File: config.mk
export PLATFORM = sky130hd
export DESIGN_NAME = regfile_flat
export DESIGN_NICKNAME = d
export VERILOG_FILES = /design/src/rtl/regfile_pkg.sv /design/src/rtl/regfile_if.sv /design/src/rtl/regfile.sv /design/src/flat_wrapper.sv
export SDC_FILE = /design/constraint.sdc
export NUM_CORES = 2
export LEC_CHECK = 0
export BUFFER_PORTS_ARGS = -buffer_cell sky130_fd_sc_hd__buf_4
export CORE_MARGIN = 4
export CORE_UTILIZATION = 39
export DETAILED_ROUTE_END_ITERATION = 6
export GPL_ROUTABILITY_DRIVEN = 0
export HOLD_SLACK_MARGIN = 0.06
export PLACE_DENSITY = 0.64
export RECOVER_POWER = 25
export SYNTH_ARGS = -nofsm -noshare
export SYNTH_HDL_FRONTEND = slang
export SYNTH_SLANG_ARGS = --single-unit
File: constraint.sdc
create_clock -name clk -period 19.2 [get_ports clk]
set_clock_uncertainty 0.15 [all_clocks]
set_input_delay 1.92 -clock clk [delete_from_list [all_inputs] [get_ports clk]]
set_output_delay 1.92 -clock clk [all_outputs]
set_load 0.01 [all_outputs]
File: src/rtl/regfile_pkg.sv
// Shared CPU constants for the register file and the write-address selector.
package regfile_pkg;

  localparam int         REG_W      = 32;
  localparam int         REG_ADDR_W = 5;
  localparam int         REG_NUM    = 32;
  localparam logic [4:0] REG_ZERO   = 5'd0;
  localparam logic [4:0] REG_RA     = 5'd31;

endpackage

File: src/rtl/regfile_if.sv
// Register-file access bus: one write port and two combinational read ports.
interface regfile_if #(
  parameter int DATA_W = 32,
  parameter int ADDR_W = 5
);

  logic              we;
  logic [ADDR_W-1:0] waddr;
  logic [DATA_W-1:0] wdata;
  logic [ADDR_W-1:0] raddr1;
  logic [ADDR_W-1:0] raddr2;
  logic [DATA_W-1:0] rdata1;
  logic [DATA_W-1:0] rdata2;

  modport master (
    output we, waddr, wdata, raddr1, raddr2,
    input  rdata1, rdata2
  );

  modport slave (
    input  we, waddr, wdata, raddr1, raddr2,
    output rdata1, rdata2
  );

endinterface

File: src/rtl/regfile.sv
// 32 x 32-bit MIPS register file: $0 hardwired to zero, two combinational reads,
// one clocked write, optional same-cycle write-to-read forwarding.
module regfile
  import regfile_pkg::*;
#(
  parameter int DATA_W = REG_W,
  parameter int ADDR_W = REG_ADDR_W,
  parameter int BYPASS = 0
) (
  input  logic      clk,
  input  logic      rst,
  regfile_if.slave  bus
);

  localparam int                DEPTH  = 2 ** ADDR_W;
  localparam logic [ADDR_W-1:0] ZERO_A = ADDR_W'(REG_ZERO);

  logic [DATA_W-1:0] mem_q [DEPTH];
  logic [DATA_W-1:0] mem_d [DEPTH];
  logic              hit1;
  logic              hit2;

  // Read mux: reset and $0 force zero, forwarding wins over the stored value.
  function automatic logic [DATA_W-1:0] rd_sel(
    input logic [ADDR_W-1:0] addr,
    input logic              hit,
    input logic [DATA_W-1:0] stored,
    input logic [DATA_W-1:0] fwd,
    input logic              in_rst
  );
    logic [DATA_W-1:0] r;
    if (in_rst || (addr == ZERO_A)) begin
      r = '0;
    end else if (hit) begin
      r = fwd;
    end else begin
      r = stored;
    end
    return r;
  endfunction

  if (BYPASS != 0) begin : g_bypass
    assign hit1 = bus.we && (bus.waddr == bus.raddr1);
    assign hit2 = bus.we && (bus.waddr == bus.raddr2);
  end else begin : g_no_bypass
    assign hit1 = 1'b0;
    assign hit2 = 1'b0;
  end

  always_comb begin
    for (int i = 0; i < DEPTH; i++) begin
      if ((i != 0) && bus.we && (bus.waddr == ADDR_W'(i))) begin
        mem_d[i] = bus.wdata;
      end else begin
        mem_d[i] = mem_q[i];
      end
    end
    mem_d[0] = '0;
  end

  always_ff @(posedge clk or posedge rst) begin
    if (rst) begin
      for (int i = 0; i < DEPTH; i++) begin
        mem_q[i] <= '0;
      end
    end else begin
      mem_q <= mem_d;
    end
  end

  always_comb begin
    bus.rdata1 = rd_sel(bus.raddr1, hit1, mem_q[bus.raddr1], bus.wdata, rst);
    bus.rdata2 = rd_sel(bus.raddr2, hit2, mem_q[bus.raddr2], bus.wdata, rst);
  end

endmodule

File: src/flat_wrapper.sv
// flat-port wrapper written by rule: the top's interface ports become plain ports
module regfile_flat import regfile_pkg::*;
#(
  parameter int DATA_W = REG_W,
  parameter int ADDR_W = REG_ADDR_W,
  parameter int BYPASS = 0
)
  (clk, rst, bus_we, bus_waddr, bus_wdata, bus_raddr1, bus_raddr2, bus_rdata1, bus_rdata2);
  regfile_if #(.DATA_W(DATA_W), .ADDR_W(ADDR_W)) bus_i ();
  input  logic clk;
  input  logic rst;
  input wire logic [$bits(bus_i.we)-1:0] bus_we;
  input wire logic [$bits(bus_i.waddr)-1:0] bus_waddr;
  input wire logic [$bits(bus_i.wdata)-1:0] bus_wdata;
  input wire logic [$bits(bus_i.raddr1)-1:0] bus_raddr1;
  input wire logic [$bits(bus_i.raddr2)-1:0] bus_raddr2;
  output wire logic [$bits(bus_i.rdata1)-1:0] bus_rdata1;
  output wire logic [$bits(bus_i.rdata2)-1:0] bus_rdata2;
  assign bus_i.we = bus_we;
  assign bus_i.waddr = bus_waddr;
  assign bus_i.wdata = bus_wdata;
  assign bus_i.raddr1 = bus_raddr1;
  assign bus_i.raddr2 = bus_raddr2;
  assign bus_rdata1 = bus_i.rdata1;
  assign bus_rdata2 = bus_i.rdata2;
  regfile #(.DATA_W(DATA_W), .ADDR_W(ADDR_W), .BYPASS(BYPASS)) u_core (.clk(clk), .rst(rst), .bus(bus_i));
endmodule
==> impl_metrics.csv <==
group,metric,value,unit
setup_path,worstPathArrival,10450,ps
synth,postSynthAreaPerCell,14.1,µm²
global_route,antenna_found_initial,7,
setup_path,crit_path_end_kind,"output port",
setup_path,crit_chain,"clkbuf_1, clkinvlp_2, clkbuf_1, buf_12, buf_4, nand4_1, a222oi_1, buf_4",
setup_path,worst_r2r_path_depth,1,
die,dieHeight,380,µm
power,internal_power,4.50,mW
route,vias,35989,
timing,max_slew_margin,-252,%
power,powerDensity,105,nW/µm²
route,firstDrtPassIters,6,
die,die_area,144000,µm²
timing,tightestPinTransition,5250,ps
cts,root_buffer,"clkbuf_16",
synth,synth_ff_type,"dfrtp_1",
synth,ys_types,49,
setup_path,endpoint,"bus_rdata1[28]",
cts,post_cts_resized,0,
setup_path,cp_slowest_stage_delay,4020,ps
layout,largest_register_ffs,992,
die,die-width,380,µm
timing,fmax,0.0799,GHz
setup_path,cp_data_required_time,17130,ps
timing,fin_crit,12520,ps
route,wl,180,mm
route,remaining_drc_errors,0,
power,irDropWorstVdd,0.0000743,V
cts,path_clk_slew,60,ps
route,routedWlPerCell,32.2,µm
setup_path,worst_r2r_startpoint,"u_core.mem_q[652]",
synth,syn_area,53900,µm²
cts,ctsHtreeMaxLevel,3,
outcome,status,"finished, violations left",
setup_path,path_max_fanout,138,
timing,slew_viol_final,430,
cts,clk_latency,720,ps
setup_path,worstReg2RegEnd,"u_core.mem_q[652]",
setup_path,reg2reg_slack,18250,ps
timing,rsz0062_at_grt,"no",
place,port_buffers,113,
synth,synth-edff-count,0,
setup_path,crit_start,"rst",
global_route,gr-usage-all-layers,24.5,%
place,dp_cells,5395,
timing,finalSetupViolCount,0,
power,clkPwrFrac,35.1,%
cts,cts_tree,"yes",
setup_path,critPathKind,"in2out",
die,start_util,39.2,%
layout,final_nets,3759,
layout,syn_to_final_growth,10.4,%
worst_hold_path,hold_path_class,"reg2reg",
power,netSwitchingPower,1.73,mW
global_route,grt_pass1_wl,263,mm
die,io-pin-count,114,
cts,post_cts.repair.setup_buffers,0,
synth,syn_inst,3823,
timing,fin_crit_sh,65.2,%
timing,tns,0,ps
synth,syn-num-nets,3873,
flow_run,maxCapViolCount,9,
layout,top_register,"u_core.mem_q",
synth,synthArstFlopShare,100,%
global_route,grt_pass1_vias,36366,
layout,nFillCells,12256,
power,p_leak,25.7,nW
setup_path,slowest_stage,"clkinvlp_2",
layout,fin_cells,5594,
route,via_per_inst,6.43,
synth,synth-seq-area-share,46.1,%
power,swShare,27.8,%
route,postRouteAntennaNets,0,
cts,clkSinkCount,992,
cts,clockBufferDepth,3,
layout,drive_above_1_share,46.5,%
die,rows,136,
outcome,violations,"max-capacitance violations, max-slew violations",
route,drtIter0Drc,3675,
place,hpwl,99.4,mm
timing,final_hold_viol_count,0,
die,fp.coreArea,137000,µm²
layout,largestRegisters,"u_core.mem_q (992)",
power,pwr-share-comb,19.7,%
cts,postCtsHoldBufs,0,
synth,yosys_warnings,0,
global_route,grt_max_degree,159,
synth,ys_seq_elements,992,
power,seqPwrFrac,45.2,%
cts,cts_buffers,106,
global_route,grt_overflow,0,
setup_path,critPathLaunchType,"primary input",
-- final cells by class --
cell class | count | area [µm²] | share of cell area [%]
Tap cell | 1794 | 2240 | 3.78
Inverter | 2 | 8.76 | 0.0147
Clock buffer | 156 | 3140 | 5.29
Antenna cell | 5 | 12.5 | 0.0210
Sequential cell | 992 | 24800 | 41.8
Clock inverter | 38 | 542 | 0.911
Multi-Input combinational cell | 2404 | 27100 | 45.6
Timing Repair Buffer | 203 | 1590 | 2.67
-- cells by family after synthesis --
logic type             share of synthesized area (%)
AND/OR/NAND/NOR                                 1.74
AO/OA/AOI/OAI                                   6.56
buffers and inverters                           4.06
multiplexers                                    41.5
flip-flops                                      46.1
-- worst min-delay path by stage --
| stage | startpoint | end | depth (start not counted) |
|---|---|---|---|
| after floorplan | u_core.mem_q[408] | u_core.mem_q[408] | 1 |
| after detailed placement | u_core.mem_q[114] | u_core.mem_q[114] | 1 |
| after CTS | u_core.mem_q[114] | u_core.mem_q[114] | 1 |
| after global placement | u_core.mem_q[660] | u_core.mem_q[660] | 1 |
| after global routing | u_core.mem_q[114] | u_core.mem_q[114] | 1 |
| final | u_core.mem_q[114] | u_core.mem_q[114] | 1 |
-- critical path, delay by kind of cell --
kind            cells  cell delay [ps]
buf+inv             6             7850
simple gates        1              210
compound gates      1              170
-- metrics by stage --
| step | hold WS [ps] | utilization (%) | instance area (µm²) | power [mW] | setup slack, ps |
|---|---|---|---|---|---|
| after floorplan | 321 | - | 53900 | 3.71 | 377 |
| after global placement | 342 | 40.6 | 55800 | 4.03 | 11050 |
| after detailed placement | 355 | 40.6 | 55800 | 4.07 | 11010 |
| after CTS | 369 | 43.3 | 59500 | 6.25 | 11010 |
| after global routing | 383 | 43.3 | 59400 | 6.49 | 5350 |
| final | 365 | 43.3 | 59500 | 6.24 | 6680 |
-- power by group through the flow --
| stage | logic, mW | registers (mW) | clock network (mW) |
|---|---|---|---|
| after CTS | 1.23 | 2.80 | 2.21 |
| after detailed placement | 1.23 | 2.84 | 0 |
| after global placement | 1.20 | 2.83 | 0 |
| after global routing | 1.32 | 2.87 | 2.30 |
| after floorplan | 0.979 | 2.73 | 0 |
| final | 1.23 | 2.82 | 2.19 |
-- synth_stat cells (all sizes together) (2+ instances only) --
cell | instances | area [µm²]
a211oi | 32 | 240
o22ai | 32 | 200
nand3 | 2 | 10.0
mux2 | 1055 | 11900
nand2 | 59 | 221
a221oi | 34 | 304
a31oi | 32 | 200
nand4b | 2 | 17.5
a222oi | 15 | 150
a21oi | 80 | 400
nand2b | 39 | 244
nor2 | 18 | 75.1
a221o | 31 | 310
and2 | 4 | 25.0
dfrtp | 992 | 24800
or3 | 2 | 12.5
inv | 2 | 7.51
buf | 222 | 1410
nor2b | 21 | 131
nand4 | 18 | 113
mux2i | 401 | 4010
mux4 | 288 | 6490
clkbuf | 203 | 767
a32oi | 48 | 420
a22oi | 96 | 721
o21ai | 64 | 320
nor4 | 2 | 18.8
nor3 | 5 | 30.0
a2111oi | 16 | 240
-- metal layers --
layer	share of wire, %	global-route usage, %	vias to the layer above
li1	-	-	14494
met1	41	32.9	19423
met2	47	39.2	1665
met3	7.9	4.65	405
met4	4.4	10.3	2
met5	0.0039	0	-
-- layout by cell type, fill, tap and decap left out, types with 6 or more instances in the layout --
master / Yosys / routed
clkbuf_1: 201 / 31
mux2_1: 17 / 17
a31oi_1: 32 / 32
buf_4: 41 / 183
mux2i_1: 401 / 401
dfrtp_1: 992 / 992
nand2_1: 59 / 51
clkbuf_16: 0 / 108
clkbuf_8: 0 / 26
o21ai_0: 64 / 64
a221o_1: 31 / 31
a32oi_1: 48 / 48
nand2_2: 0 / 8
nor2b_4: 0 / 11
o22ai_1: 32 / 32
a2111oi_2: 16 / 16
a211oi_1: 32 / 32
nor2_4: 1 / 10
nand2b_1: 39 / 35
nand4_1: 18 / 18
nor2_1: 17 / 6
bufinv_16: 0 / 12
mux4_2: 288 / 288
a21oi_1: 80 / 80
clkinv_2: 0 / 16
a22oi_1: 96 / 96
mux2_2: 1038 / 1038
a221oi_1: 33 / 33
a222oi_1: 15 / 15
No activity file was read; power rests on OpenSTA's default activity.
